==> src/rtl/fetch_pkg.sv <==
// Shared types and constants for the instruction fetch stage.
package fetch_pkg;

    localparam int unsigned WORD_W = 32;
    localparam logic [WORD_W-1:0] PC_INCR = 32'd4;
    localparam logic [WORD_W-1:0] DEFAULT_RESET_PC = 32'h0000_0000;

    typedef enum logic [1:0] {
        StFetch,
        StSkid,
        StDrain
    } fetch_state_e;

endpackage

==> src/rtl/fetch_skid_buffer.sv <==
// One-entry store for a returned instruction word and its PC+4 while IF/ID is occupied.
module fetch_skid_buffer
    import fetch_pkg::*;
(
    input  logic              clk,
    input  logic              reset,
    input  logic              load,
    input  logic              clear,
    input  logic [WORD_W-1:0] data_in,
    input  logic [WORD_W-1:0] pc_plus4_in,
    output logic [WORD_W-1:0] data,
    output logic [WORD_W-1:0] pc_plus4,
    output logic              valid
);

    logic [WORD_W-1:0] data_q;
    logic [WORD_W-1:0] pc_plus4_q;
    logic              valid_q;

    // Clear wins over load so a redirect always empties the entry.
    always_ff @(posedge clk) begin
        if (reset || clear) begin
            valid_q <= 1'b0;
        end else if (load) begin
            valid_q <= 1'b1;
        end
    end

    always_ff @(posedge clk) begin
        if (reset) begin
            data_q     <= '0;
            pc_plus4_q <= '0;
        end else if (load) begin
            data_q     <= data_in;
            pc_plus4_q <= pc_plus4_in;
        end
    end

    assign data     = data_q;
    assign pc_plus4 = pc_plus4_q;
    assign valid    = valid_q;

endmodule

==> src/rtl/instruction_fetch.sv <==
// Instruction fetch stage with request/valid memory handshake, skid entry and redirect drain.
// Optional FETCH_COUNT_EN adds a FetchCount output counting IF/ID loads.
module instruction_fetch
    import fetch_pkg::*;
#(
    parameter logic [WORD_W-1:0] RESET_PC = DEFAULT_RESET_PC
) (
    input  logic              Clk,
    input  logic              Reset,
    input  logic              Stall,
    input  logic              Redirect,
    input  logic [WORD_W-1:0] RedirectPC,
    output logic              ImemReq,
    output logic [WORD_W-1:0] ImemAddr,
    input  logic              ImemValid,
    input  logic [WORD_W-1:0] ImemData,
    output logic [WORD_W-1:0] Instruction,
    output logic [WORD_W-1:0] PCPlus4,
    output logic              InstrValid
`ifdef FETCH_COUNT_EN
    ,
    output logic [WORD_W-1:0] FetchCount
`endif
);

    fetch_state_e      state_q, state_d;
    logic [WORD_W-1:0] pc_q, pc_d;
    logic [WORD_W-1:0] addr_q, addr_d;
    logic              req_q, req_d;
    logic [WORD_W-1:0] instr_q, instr_d;
    logic [WORD_W-1:0] pc_plus4_q, pc_plus4_d;
    logic              valid_q, valid_d;

    logic              slot_free;
    logic              done;
    logic              outstanding;
    logic [WORD_W-1:0] addr_plus4;
    logic              skid_load;
    logic              skid_clear;
    logic [WORD_W-1:0] skid_data;
    logic [WORD_W-1:0] skid_pc_plus4;
    logic              skid_valid;

    assign slot_free   = !valid_q || !Stall;
    assign done        = req_q && ImemValid;
    assign outstanding = req_q && !ImemValid;
    assign addr_plus4  = addr_q + PC_INCR;

    fetch_skid_buffer u_skid (
        .clk         (Clk),
        .reset       (Reset),
        .load        (skid_load),
        .clear       (skid_clear),
        .data_in     (ImemData),
        .pc_plus4_in (addr_plus4),
        .data        (skid_data),
        .pc_plus4    (skid_pc_plus4),
        .valid       (skid_valid)
    );

    always_comb begin
        state_d    = state_q;
        pc_d       = pc_q;
        instr_d    = instr_q;
        pc_plus4_d = pc_plus4_q;
        valid_d    = valid_q;
        skid_load  = 1'b0;
        skid_clear = 1'b0;

        if (valid_q && !Stall) begin
            valid_d = 1'b0;
        end

        if (Redirect) begin
            pc_d       = RedirectPC;
            valid_d    = 1'b0;
            skid_clear = 1'b1;
            // A word still in flight must be swallowed before the new address goes out.
            state_d    = outstanding ? StDrain : StFetch;
        end else begin
            case (state_q)
                StFetch: begin
                    if (done) begin
                        pc_d = pc_q + PC_INCR;
                        if (slot_free) begin
                            instr_d    = ImemData;
                            pc_plus4_d = addr_plus4;
                            valid_d    = 1'b1;
                        end else begin
                            skid_load = 1'b1;
                            state_d   = StSkid;
                        end
                    end
                end
                StSkid: begin
                    if (slot_free && skid_valid) begin
                        instr_d    = skid_data;
                        pc_plus4_d = skid_pc_plus4;
                        valid_d    = 1'b1;
                        skid_clear = 1'b1;
                        state_d    = StFetch;
                    end
                end
                StDrain: begin
                    if (ImemValid) begin
                        state_d = StFetch;
                    end
                end
                default: state_d = StFetch;
            endcase
        end

        // Request address only moves once the current request has completed.
        addr_d = outstanding ? addr_q : pc_d;
        req_d  = (state_d != StSkid);
    end

    always_ff @(posedge Clk) begin
        if (Reset) begin
            state_q    <= StFetch;
            pc_q       <= RESET_PC;
            addr_q     <= RESET_PC;
            req_q      <= 1'b0;
            instr_q    <= '0;
            pc_plus4_q <= '0;
            valid_q    <= 1'b0;
        end else begin
            state_q    <= state_d;
            pc_q       <= pc_d;
            addr_q     <= addr_d;
            req_q      <= req_d;
            instr_q    <= instr_d;
            pc_plus4_q <= pc_plus4_d;
            valid_q    <= valid_d;
        end
    end

    assign ImemReq     = req_q;
    assign ImemAddr    = addr_q;
    assign Instruction = instr_q;
    assign PCPlus4     = pc_plus4_q;
    assign InstrValid  = valid_q;

`ifdef FETCH_COUNT_EN
    logic [WORD_W-1:0] count_q;
    logic              load_ifid;

    // A live word in IF/ID next cycle while the slot was free means a fresh load.
    assign load_ifid = valid_d && slot_free;

    always_ff @(posedge Clk) begin
        if (Reset) begin
            count_q <= '0;
        end else if (load_ifid) begin
            count_q <= count_q + 32'd1;
        end
    end

    assign FetchCount = count_q;
`endif

endmodule

==> config.mk <==
export PLATFORM = sky130hd
export DESIGN_NAME = instruction_fetch
export DESIGN_NICKNAME = d
export VERILOG_FILES = /design/src/rtl/fetch_pkg.sv /design/src/rtl/fetch_skid_buffer.sv /design/src/rtl/instruction_fetch.sv
export SDC_FILE = /design/constraint.sdc
export NUM_CORES = 1
export LEC_CHECK = 0
export ABC_AREA = 1
export BUFFER_PORTS_ARGS = -buffer_cell sky130_fd_sc_hd__buf_2
export CAP_MARGIN = 20
export CORE_UTILIZATION = 51
export DETAILED_ROUTE_END_ITERATION = 16
export PLACE_DENSITY_LB_ADDON = 0.15
export SYNTH_ARGS = -nofsm -noshare
export SYNTH_HDL_FRONTEND = slang
export SYNTH_SLANG_ARGS = --single-unit
==> constraint.sdc <==
create_clock -name Clk -period 1.6 [get_ports Clk]
set_input_delay 0.16 -clock Clk [delete_from_list [all_inputs] [get_ports Clk]]
set_output_delay 0.16 -clock Clk [all_outputs]
set_load 0.01 [all_outputs]
# ---- Word-level counts from Yosys, hierarchy flattened
# Cells that the tools add are included.
dict set report classes {
  bitwise 1
  eq_ne 6
  addsub 2
  n_mux 30
  n_reduce_logical 13
}
# op n
set ops {}
lappend ops {{32-bit two-way mux} 9}
lappend ops {{32-bit one-hot mux with 2 select lines} 2}
lappend ops {{32-bit by 3-bit adder with 32-bit output, second input constant} 2}
lappend ops {{2-bit two-way mux} 6}
lappend ops {{1-bit two-way mux} 11}
lappend ops {{2-bit != test, second input constant} 3}
lappend ops {{2-bit one-hot mux with 3 select lines} 1}
lappend ops {{5-bit AND reduction} 1}
lappend ops {{1-bit logical AND} 4}
lappend ops {{1-bit logical NOT} 3}
lappend ops {{2-bit by 1-bit == test with 1-bit output, second input constant} 1}
lappend ops {{2-bit == test, second input constant} 1}
lappend ops {{2-bit logical NOT} 1}
lappend ops {{1-bit logical OR} 2}
lappend ops {{2-bit by 1-bit != test with 1-bit output, second input constant} 1}
lappend ops {{1-bit one-hot mux with 2 select lines} 1}
lappend ops {{2-bit nonzero test} 1}
lappend ops {{2-bit OR reduction} 1}
lappend ops {{1-bit NOT} 1}
dict set report word_totals {
  out_inout_bits 98
  register_bits 197
  in_bits 69
}

# ---- Logic depth before layout (Yosys ltp)
dict set report logic_depth {
  ltp_word 7
  mapped_depth 12
  ltp_nobuf 12
}

# ---- Modules after synthesis
# A second synthesis with hierarchy kept.
dict set report hier_totals {
  hier_cells 1497
  hier_area_um2 9765.6
}
# module area_per_inst_um2 instances seq_area_each_um2 cells_each
set modules_own_cells {}
lappend modules_own_cells {instruction_fetch 7115.6 1 2642.5 1089}
lappend modules_own_cells {fetch_skid_buffer 2650.0 1 1301.2 408}

# ---- Worst setup path after synthesis
# Ideal clock, no wire load.
dict set report synth_path {
  kind {register -> register}
  from {register addr_q[3] (netlist: ImemAddr[3])}
  to {register u_skid.pc_plus4_q[20] (netlist: u_skid.pc_plus4[20])}
  t_required_ns 1.486
  arrival_ns 1.521
  slack_ns -0.034
  n_path_buf 0
  period_less_slack_ns 1.634
  setup_time_ns 0.114
  path_stages_with_launch 8
  path_cell_list {dfxtp_1 -> ha_1 -> nand2_1 -> nor3_2 -> nand4_1 -> xnor2_1 -> o21bai_1 -> inv_1}
}
dict set report synth_via {
  elab_chain_cells 1
}
# element line_no
set synth_lines {}
lappend synth_lines {{start, declared} instruction_fetch.sv:28} ;# logic [WORD_W-1:0] addr_q, addr_d;
lappend synth_lines {{start signal, assigned} instruction_fetch.sv:130} ;# addr_q <= addr_d;
lappend synth_lines {{32-bit by 3-bit adder with 32-bit output} instruction_fetch.sv:47} ;# assign addr_plus4 = addr_q + PC_INCR;
lappend synth_lines {{end signal, assigned} fetch_skid_buffer.sv:35} ;# pc_plus4_q <= pc_plus4_in;
lappend synth_lines {{end, declared} fetch_skid_buffer.sv:17} ;# logic [WORD_W-1:0] pc_plus4_q;
# Every way passes these cells.
# A chain may end at the register's enable or synchronous reset.

# ---- Final worst setup path
dict set report layout_path {
  from {register state_q[0]}
  to {register pc_plus4_q[5] (netlist: PCPlus4[5])}
}
dict set report layout_via {
  elab_chain_cells 3
  elab_cells_between_ends 8
}
# element line_no
set layout_lines {}
lappend layout_lines {{start, declared} instruction_fetch.sv:26} ;# fetch_state_e state_q, state_d;
lappend layout_lines {{start signal, assigned} instruction_fetch.sv:120} ;# state_q <= StFetch;
lappend layout_lines {{start signal, assigned} instruction_fetch.sv:128} ;# state_q <= state_d;
lappend layout_lines {{2-bit by 1-bit == test with 1-bit output / 2-bit logical NOT (equally long branches)} instruction_fetch.sv:81} ;# case (state_q)
lappend layout_lines {{2-bit != test (no line) / 2-bit nonzero test (equally long branches)} -}
lappend layout_lines {{5-bit AND reduction (no line)} -}
lappend layout_lines {{end signal, assigned} instruction_fetch.sv:133} ;# pc_plus4_q <= pc_plus4_d;
lappend layout_lines {{end, declared} instruction_fetch.sv:31} ;# logic [WORD_W-1:0] pc_plus4_q, pc_plus4_d;
# Parallel ways exist; a longest one is shown, timed or not.

==> run summary <==
Area growth, synth to finish - 44.78%
fin worst setup slack - -0.1303 ns
multiplexer area fraction after synthesis - 0.2176%
initial drt markers - 781
layer with the highest usage - met2
sequential fraction of design power - 46.7%
Levels on crit path - 9
die width - 136.3 um
Net Sw Frac - 29.05%
CP Data Required Time - 1.97 ns
largest net degree at the start of global routing - 61
Clock transition at path regs - 0.09 ns
commonest cells after routing, fill and taps aside - 229 x nand2_1, 166 x buf_2, 162 x dfxtp_1
# IOs - 167
CP Buf/Inv Count - 2
Non-Filler Instances - 1877
Syn Std Cell Area - 9200 um2
Final Max Tran Viols - 0
ys async rst share - 0%
GR Util met3 - 3.654%
startpoint class of the critical path - flop
Tmin final - 1.730 ns
Worst VDD drop - 0.7986 mV
PortBufs - 166
worst hold stages - 3
EDFF count, synth - 0
DRT antenna net count - 0
die footprint - 18580 um2
crit-path max FO - 15
fmax - 0.5779 GHz
Post-Syn Nets - 1376
Total GRT Usage - 29.90%
Worst-Margin Slew - 0.4888 ns
largest area contributor in the netlist - dfxtp_1
adder and majority gate portion of the synthesized area - 0.2720%
DP Cell Count - 1771
Via density - 5.325
largest family of logic cells by synthesized area - simple AND/OR/NAND/NOR gates
simple-gate share of the synthesized area - 26.30%
maximum clock path buffer count - 2
Synth Warn # - 0
TritonCTS clock tree - yes
CP Class - flop to flop
status - finished with violations
Pwr Density - 847.6 nW/um2
post-synthesis compound-gate area fraction - 18.37%
register bit total from synthesis - 197
commonest non-fill, non-tap cell in the layout - nand2_1
global-route wire length before repair - 43550 um
H-Tree Depth - 4
Vias - 9995
Starting Density - 52.64%
TritonCTS Buffers - 17
layout cells sized above 1 - 33.47%
clock sink count - 197
Detailed Route WL - 29820 um
hold_ws - 0.01321 ns
Clock Latency Late Sink - 0.45 ns
Detailed Routing Iterations Pass 1 - 5
clock power share - 39.0%
Cell Int Power - 8011 uW
met2 usage - 47.15%
Worst R2R Path Depth - 9
CP max stage delay - 0.34 ns
Post-Place Setup Slack - -0.1502 ns
Seq/Total Area, Yosys - 42.87%
Final Skew - 0.01882 ns
post-synthesis cell count - 1305
vias in the first global route - 8848
wire per inst - 15.88 um
share of the synthesized area in the top cell type - 42.87%
Psw - 3280 uW
Site Rows - 48
xor-xnor portion of the synthesized cell area - 2.829%
Pleak - 0.006581 uW
height of the die - 136.3 um
FILL cells - 1326
GPL Wtd Cong - 0.9441
antenna violations before repair - 0
slew margin rel. - 67.41%
Post-route DRC - 0
fin crit share - 108.1%
Worst Path Arrival - 2.10 ns
unrepaired setup endpoints after global routing - true
min-delay worst type - input port to flop
Final setup viols - 68
Gate power share - 14.3%
routing usage on met1 - 42.02%
Max Cap Viol - 0
Overflow after GRT - 0
top post-synthesis cells by area - dfxtp_1 43%, nand2_1 10%, o21ai_0 7.7%, inv_1 5.4%, nand3_1 5.3%
Hold Fails Final Rpt - 0
Yosys cell types - 41
Top FF cell, synth - dfxtp_1
CP most frequent cell - a21oi_1
Cell Chain, Critical Path - buf_4 > nand2_2 > nor2_2 > nor3_2 > nand2_4 > buf_12 > a21oi_1 > o21ai_0 > a21oi_1
violations in the final reports - setup timing
n_diodes - 0
core box area - 17480 um2
cell family with most CP delay - simple AND/OR/NAND/NOR gates
Post-Syn Area per Cell - 7.050 um2
Setup crit end kind - flop
CP max-delay cell - dfxtp_2
DP HPWL - 18770 um
CTS Root Cell - clkbuf_16
nets - 1710
utilization after layout - 76.22%
## final timing paths
kind	from	endpoint	slack, ns
worst max register to register	state_q[0]	PCPlus4[5]	-0.13
worst max-delay path	state_q[0]	PCPlus4[5]	-0.13
worst min-delay path	RedirectPC[12]	pc_q[12]	0.01
worst min register to register	u_skid.pc_plus4[6]	u_skid.pc_plus4[6]	0.46
## flip-flops by register name, summed over array words and instances, names as in the netlist
signal	flops
ImemAddr	32
ImemReq	1
InstrValid	1
Instruction	32
PCPlus4	32
pc_q	32
state_q	2
u_skid.data	32
u_skid.pc_plus4	32
u_skid.valid	1
## metal layers
layer,share of wire [%],up-vias
met5,0,-
met4,2.2,0
met3,5.5,51
met2,47,355
met1,46,4631
li1,-,4958
## Yosys cell counts (2+ instances only)
cell      instances
nand2_1         257
dfxtp_1         197
o21ai_0         142
inv_1           132
nor2_1          125
nand3_1          97
a21oi_1          88
clkbuf_1         45
a31oi_1          38
o21bai_1         21
xor2_1           20
nor3_1           19
buf_2            18
nand4_1          15
or2_2            11
buf_1             9
o211ai_1          9
o21ai_1           9
nor2_4            7
inv_2             6
xnor2_1           6
nor2_2            5
buf_4             3
nand3b_1          3
clkinv_1          2
ha_1              2
mux2i_1           2
nand2_4           2
nor3_2            2
xor2_2            2
## power groups by stage
stage	logic [uW]	registers, uW	clock network (uW)
3_5_place_dp	1330	5350	0
5_1_grt	1760	5290	4600
6_report	1620	5270	4400
4_1_cts	1460	5240	4440
3_3_place_gp	1320	5350	0
2_1_floorplan	578	5430	0
## what timing repair did
item,4_1_cts,5_1_grt
gates cloned,3,9
pin swaps,7,52
hold buffers,45,0
gates resized for setup,63,135
hold endpoints to repair,77,0
endpoints found under the setup margin,89,135
setup buffers,4,15
## through the flow
stage               instance area [um2]  power (uW)  TNS, ns
floorplan                          9203        6004        0
global placement                  11270        6668  -0.8676
detailed placement                11270        6678   -1.361
CTS                               12620       11150  -0.1657
global route                      13320       11650   -10.46
finish                            13320       11290   -4.109
## worst min-delay path: cells and delay by family
kind                   cells  cell delay, ns
AOI/OAI and AO/OA          1            0.07
buffers and inverters      1            0.10
and+or+nand+nor            1            0.09
## kinds of logic after synthesis
group	Yosys count
simple gates	550
xor+xnor	28
compound gates	311
flops	197
buf+inv	215
fa+ha+maj	2
mux	2
## cell type report
cell class	instances	area, um2	share of cell area [%]
tap	225	281.5	2.113
clock buffer	17	425.4	3.194
inverter	140	539.3	4.048
sequential	197	3993	29.97
multi-input combinational	894	4930	37.01
clock inverter	15	192.7	1.447
timing repair inverter	1	8.758	0.06575
timing repair buffer	388	2950	22.15
Power figures use the tool's default switching activity.
